[src/rtl/sht_frame_decoder.sv]
`default_nettype none
// ============================================================================
// Module   : sht_frame_decoder
// Brief    : Splits an SHT40 6-byte read into T/RH words, checks each with the
//            Sensirion CRC-8 and publishes verified raw words with error flags.
// Revision : 1.0 - initial release
// ============================================================================
module sht_frame_decoder #(
  parameter logic [7:0] CRC_POLY  = 8'h31,
  parameter logic [7:0] CRC_INIT  = 8'hFF,
  parameter bit         CHECK_CRC = 1'b1
) (
  input  logic        clk,
  input  logic        rst,
  input  logic        Frame_Start,
  input  logic        Byte_Valid,
  input  logic [7:0]  Byte_Data,
  output logic        Byte_Ready,
  output logic [2:0]  Byte_Index,
  output logic [15:0] Temperature_Output,
  output logic [15:0] Humidity_Output,
  output logic        Temp_CRC_Error,
  output logic        RH_CRC_Error,
  output logic        Frame_Valid,
  output logic        Overrun
);

  typedef enum logic [1:0] {
    S_IDLE  = 2'd0,
    S_SHIFT = 2'd1,
    S_CHECK = 2'd2
  } state_t;

  localparam logic [2:0] c_IDX_T_CRC  = 3'd2;
  localparam logic [2:0] c_IDX_RH_CRC = 3'd5;

  state_t      r_state,      w_state_nxt;
  logic [2:0]  r_index,      w_index_nxt;
  logic [7:0]  r_crc,        w_crc_nxt;
  logic [2:0]  r_bit_cnt,    w_bit_cnt_nxt;
  logic [7:0]  r_word_hi,    w_word_hi_nxt;
  logic [7:0]  r_word_lo,    w_word_lo_nxt;
  logic [15:0] r_temp,       w_temp_nxt;
  logic [15:0] r_hum,        w_hum_nxt;
  logic        r_temp_err,   w_temp_err_nxt;
  logic        r_rh_err,     w_rh_err_nxt;
  logic        r_frame_vld,  w_frame_vld_nxt;
  logic        r_overrun,    w_overrun_nxt;
  logic        r_frame_drop, w_frame_drop_nxt;

  logic        w_ready;
  logic        w_accept;
  logic [2:0]  w_idx;
  logic        w_data_idx;
  logic [7:0]  w_crc_seed;
  logic [7:0]  w_crc_step;
  logic        w_match;

  always_comb begin
    w_ready    = (r_state == S_IDLE);
    // Frame_Start resynchronises first, so a coincident byte lands as index 0
    w_idx      = Frame_Start ? 3'd0 : r_index;
    w_accept   = Byte_Valid && (Frame_Start || w_ready);
    w_data_idx = (w_idx != c_IDX_T_CRC) && (w_idx != c_IDX_RH_CRC);
    w_crc_seed = ((w_idx == 3'd0) || (w_idx == 3'd3)) ? CRC_INIT : r_crc;
    w_crc_step = r_crc[7] ? ({r_crc[6:0], 1'b0} ^ CRC_POLY) : {r_crc[6:0], 1'b0};
    w_match    = (r_crc == Byte_Data) || (CHECK_CRC == 1'b0);

    w_state_nxt      = r_state;
    w_index_nxt      = r_index;
    w_crc_nxt        = r_crc;
    w_bit_cnt_nxt    = r_bit_cnt;
    w_word_hi_nxt    = r_word_hi;
    w_word_lo_nxt    = r_word_lo;
    w_temp_nxt       = r_temp;
    w_hum_nxt        = r_hum;
    w_temp_err_nxt   = r_temp_err;
    w_rh_err_nxt     = r_rh_err;
    w_frame_vld_nxt  = 1'b0;
    w_overrun_nxt    = r_overrun;
    w_frame_drop_nxt = r_frame_drop;

    if (Frame_Start) begin
      w_state_nxt      = S_IDLE;
      w_index_nxt      = 3'd0;
      w_crc_nxt        = CRC_INIT;
      w_bit_cnt_nxt    = 3'd0;
      w_overrun_nxt    = 1'b0;
      w_frame_drop_nxt = 1'b0;
    end else begin
      if (Byte_Valid && !w_ready) begin
        w_overrun_nxt    = 1'b1;
        w_frame_drop_nxt = 1'b1;
      end
      case (r_state)
        S_SHIFT: begin
          w_crc_nxt     = w_crc_step;
          w_bit_cnt_nxt = r_bit_cnt + 3'd1;
          if (r_bit_cnt == 3'd7) begin
            w_index_nxt = r_index + 3'd1;
            w_state_nxt = S_IDLE;
          end
        end
        S_CHECK: begin
          w_index_nxt = (r_index == c_IDX_RH_CRC) ? 3'd0 : r_index + 3'd1;
          w_state_nxt = S_IDLE;
        end
        default: ;
      endcase
    end

    if (w_accept) begin
      if (w_data_idx) begin
        if ((w_idx == 3'd0) || (w_idx == 3'd3)) begin
          w_word_hi_nxt = Byte_Data;
        end else begin
          w_word_lo_nxt = Byte_Data;
        end
        w_crc_nxt     = w_crc_seed ^ Byte_Data;
        w_bit_cnt_nxt = 3'd0;
        w_state_nxt   = S_SHIFT;
      end else begin
        w_state_nxt = S_CHECK;
        if (w_idx == c_IDX_T_CRC) begin
          w_temp_err_nxt = !w_match;
          if (w_match) w_temp_nxt = {r_word_hi, r_word_lo};
        end else begin
          w_rh_err_nxt = !w_match;
          if (w_match) w_hum_nxt = {r_word_hi, r_word_lo};
          // a frame that lost any byte never reports completion
          w_frame_vld_nxt  = !r_frame_drop;
          w_frame_drop_nxt = 1'b0;
        end
      end
    end
  end

  always_ff @(posedge clk) begin
    if (rst) begin
      r_state      <= S_IDLE;
      r_index      <= 3'd0;
      r_crc        <= 8'd0;
      r_bit_cnt    <= 3'd0;
      r_word_hi    <= 8'd0;
      r_word_lo    <= 8'd0;
      r_temp       <= 16'd0;
      r_hum        <= 16'd0;
      r_temp_err   <= 1'b0;
      r_rh_err     <= 1'b0;
      r_frame_vld  <= 1'b0;
      r_overrun    <= 1'b0;
      r_frame_drop <= 1'b0;
    end else begin
      r_state      <= w_state_nxt;
      r_index      <= w_index_nxt;
      r_crc        <= w_crc_nxt;
      r_bit_cnt    <= w_bit_cnt_nxt;
      r_word_hi    <= w_word_hi_nxt;
      r_word_lo    <= w_word_lo_nxt;
      r_temp       <= w_temp_nxt;
      r_hum        <= w_hum_nxt;
      r_temp_err   <= w_temp_err_nxt;
      r_rh_err     <= w_rh_err_nxt;
      r_frame_vld  <= w_frame_vld_nxt;
      r_overrun    <= w_overrun_nxt;
      r_frame_drop <= w_frame_drop_nxt;
    end
  end

  assign Byte_Ready         = w_ready;
  assign Byte_Index         = r_index;
  assign Temperature_Output = r_temp;
  assign Humidity_Output    = r_hum;
  assign Temp_CRC_Error     = r_temp_err;
  assign RH_CRC_Error       = r_rh_err;
  assign Frame_Valid        = r_frame_vld;
  assign Overrun            = r_overrun;

endmodule
`default_nettype wire

[config.mk]
export PLATFORM = sky130hd
export DESIGN_NAME = sht_frame_decoder
export DESIGN_NICKNAME = d
export VERILOG_FILES = /design/src/rtl/sht_frame_decoder.sv
export SDC_FILE = /design/constraint.sdc
export NUM_CORES = 1
export LEC_CHECK = 0
export ABC_AREA = 0
export CAP_MARGIN = 15
export CELL_PAD_IN_SITES_DETAIL_PLACEMENT = 0
export CELL_PAD_IN_SITES_GLOBAL_PLACEMENT = 2
export CORE_MARGIN = 1.5
export CORE_UTILIZATION = 34
export CTS_BUF_LIST = sky130_fd_sc_hd__clkbuf_8
export DETAILED_ROUTE_END_ITERATION = 10
export PLACE_DENSITY_LB_ADDON = 0.1
export SYNTH_ARGS = -nofsm -noshare
export SYNTH_HDL_FRONTEND = slang
export SYNTH_SLANG_ARGS = --single-unit
export TNS_END_PERCENT = 10
[constraint.sdc]
create_clock -name clk -period 2.5 [get_ports clk]
set_clock_uncertainty 0.15 [all_clocks]
set_input_delay 0.75 -clock clk [delete_from_list [all_inputs] [get_ports clk]]
set_output_delay 0.75 -clock clk [all_outputs]
set_load 0.02 [all_outputs]
==> qor.yml <==
global_routing:
  grt_pass1_wl_um: 12300
  track_usage_pct: 16.4
  antenna_found_initial: 0
  grt_pass1_vias: 2401
  grt_max_degree: 48
  globalRouteOverflowTotal: 0
yosys:
  synth-async-reset-ratio_pct: 0
  syn-instance-count: 329
  ys_seq_elements: 69
  seq_area_frac_synth_pct: 45.0
  synth_cell_type_count: 39
  yosysWarnings: 0
  syn-cell-area_um2: 3070
  synth-edff-count: 0
  postSynthAreaPerCell_um2: 9.34
  synth_flop_cell: "dfxtp_1"
  synth_nets: 348
detailed_routing:
  ant_nets: 0
  drt-vias-per-instance: 4.95
  drc: 0
  drt_iter0_markers: 98
  wl_per_cell_um: 14.8
  num_vias: 2507
  routed_wl_um: 7510
  dr.pass1.iters: 4
cts:
  postCtsSetupBuffers: 0
  clock_latency_ps: 350
  ctsHoldBuffers: 0
  numCtsBuffers: 9
  cts_tree: "done"
  clockRootBuffer: "clkbuf_8"
  path_clk_slew_ps: 70
  clkSinkCount: 69
  h-tree-depth: 3
  cts_max_path_buffers: 2
critical_path:
  crit_path_start_kind: "input pin"
  cp.required_ps: 2590
  r2r_slack_ps: 280
  cp_cell_sequence: "clkdlybuf4s50_1, xnor2_1, nand4_1, or4_4, o211a_1"
  critPathMaxFanout: 17
  slowest_stage: "or4_4"
  critPathKind: "in -> reg"
  arrival_ps: 2500
  reg2reg_to: "r_crc[2]$_SDFF_PP0_"
  worstRegToRegCells: 3
  slowest_delay_ps: 690
  r2r-start: "Byte_Index[1]$_SDFFE_PP0P_"
  cp-end-kind: "flip-flop"
timing:
  max_freq_mhz: 414
  finalHoldViolations: 0
  finalCritPeriodShare_pct: 96.5
  fin_crit_ps: 2410
  fin_setup_tns_ps: 0
  setup_viol: 0
  final_max_slew_viol_count: 0
  rsz0062_at_grt: "no"
  tightest_slew_ps: 754
  max-slew-margin-rel_pct: 49.4
layout:
  final_area_um2: 3980
  diodes: 0
  nNetsFinal: 412
  syn2layout_area_growth_pct: 29.4
  utilization_pct: 45.6
  seq_area_um2: 1380
  nFillCells: 873
  multi_input_area_um2: 1540
  layout-drive-gt1-share_pct: 11.6
worst_hold_path:
  hold_path_depth: 1
  min_from: "r_frame_drop$_SDFF_PP0_"
  holdPathEnd: "Frame_Valid$_SDFF_PP0_"
  hold_path_class: "reg -> reg"
power:
  cellPowerDensity_nw_per_um2: 558
  power_uw: 2220
  leakage_uw: 0.00152
  irDropWorstVdd_v: 0.000238
floorplan:
  die_height_um: 98.1
  ioPinCount: 52
  initial_core_util_pct: 35.2
  die_area_um2: 9610
  die_w_um: 98.1
  fp.coreArea_um2: 8720
  fp-row-count: 34
placement:
  io_buffers: 51
  place_area_um2: 3800
  globalplace.congestion: 0.833
  place_hpwl_um: 5160
run_status:
  status: "completed"
flow_run:
  drv_cap: 0
## state kept, by name, indices dropped and copies added, names as in the netlist
register,cells
Byte_Index,3
Frame_Valid,1
Humidity_Output,16
Overrun,1
RH_CRC_Error,1
Temp_CRC_Error,1
Temperature_Output,16
r_bit_cnt,3
r_crc,8
r_frame_drop,1
r_state,2
r_word_hi,8
r_word_lo,8
## power breakdown
part	internal, uW	total (uW)	leakage (uW)	switching [uW]
combinational	111	237	0.000875	126
clock	363	830	0.0000797	467
sequential	1120	1150	0.000561	27.3
total	1600	2220	0.00152	620
## repair_timing
| item | 4_1_cts | 5_1_grt |
|---|---|---|
| resized for setup | 1 | 1 |
| pin swaps | 0 | 0 |
| endpoints found under the setup margin | 1 | 1 |
## worst max path at each step
stage | start | endpoint | slack [ps]
finish | Byte_Data[3] | RH_CRC_Error$_SDFFE_PP0P_ | 90
global route | Byte_Data[4] | RH_CRC_Error$_SDFFE_PP0P_ | 10
CTS | Byte_Index[0]$_SDFFE_PP0P_ | Byte_Index[0] | 40
detailed placement | Byte_Data[3] | RH_CRC_Error$_SDFFE_PP0P_ | -270
global placement | Byte_Data[3] | RH_CRC_Error$_SDFFE_PP0P_ | -250
floorplan | Byte_Data[4] | RH_CRC_Error$_SDFFE_PP0P_ | 310
## layout by cell type, fill, tap and decap left out, types with 3 or more instances in the layout
master	Yosys	routed
nand2_1	53	53
nor2_1	24	24
nor2b_1	3	3
nand3_1	8	8
clkdlybuf4s50_1	0	50
mux2i_1	48	48
xnor2_1	19	19
a21oi_1	14	14
o21ai_0	18	18
nor3_1	5	5
clkbuf_8	0	9
buf_4	1	23
clkinvlp_4	0	4
ha_1	7	7
dfxtp_1	69	68
a221oi_1	7	7
inv_1	4	5
## stage by stage
| stage | setup slack (ps) | hold WS [ps] | instances |
|---|---|---|---|
| after global routing | 14.8 | 296 | 506 |
| after floorplan | 315 | 252 | 329 |
| after detailed placement | -268 | 274 | 490 |
| after global placement | -247 | 268 | 490 |
| after CTS | 35.7 | 284 | 506 |
| final | 87.2 | 279 | 506 |
## per-layer routing
layer | up-vias | GRT usage (%) | part of all wire (%)
met5 | - | 0 | 0
met2 | 59 | 25.5 | 46
met3 | 12 | 3.51 | 4.0
met4 | 0 | 7.14 | 1.8
li1 | 1262 | - | -
met1 | 1174 | 21.8 | 48
## synth_stat cells (2+ instances only)
master	count	area (um2)
nor4_1	3	18.8
nor2_1	24	90.1
ha_1	7	87.6
a31oi_1	2	12.5
a21oi_1	14	70.1
a221oi_1	7	61.3
buf_2	3	15.0
nand3b_1	2	15.0
nor3_1	5	25.0
nand4_1	2	12.5
xor2_1	2	17.5
clkbuf_1	15	56.3
buf_6	2	22.5
mux2i_1	48	480
nand3_1	8	40.0
a311o_1	2	20.0
dfxtp_1	69	1380
nand2_1	53	199
xnor2_1	19	166
o21ai_0	18	90.1
nor2b_1	3	18.8
inv_1	4	15.0
## critical path: cells and delay by family
family	cells	cell delay, ps
AO/OA/AOI/OAI	1	200
XOR/XNOR	1	260
buffers and inverters	1	440
AND/OR/NAND/NOR	2	850
## cell families (layout without fill, tap and decap cells)
logic type	Yosys count	in the layout	share of synthesized area [%]
simple gates	105	105	15.1
compound gates	51	51	10.4
fa+ha+maj	7	7	2.85
mux	48	48	15.6
buf+inv	28	97	5.05
xor+xnor	21	21	5.99
flops	69	69	45.0
## cell type report
class | instances | share of cell area (%)
multi-input combinational | 232 | 38.8
sequential | 69 | 34.8
clock inverter | 7 | 1.29
inverter | 5 | 0.472
tap | 108 | 3.40
timing repair buffer | 76 | 18.2
clock buffer | 9 | 3.12
Power figures use the tool's default switching activity.
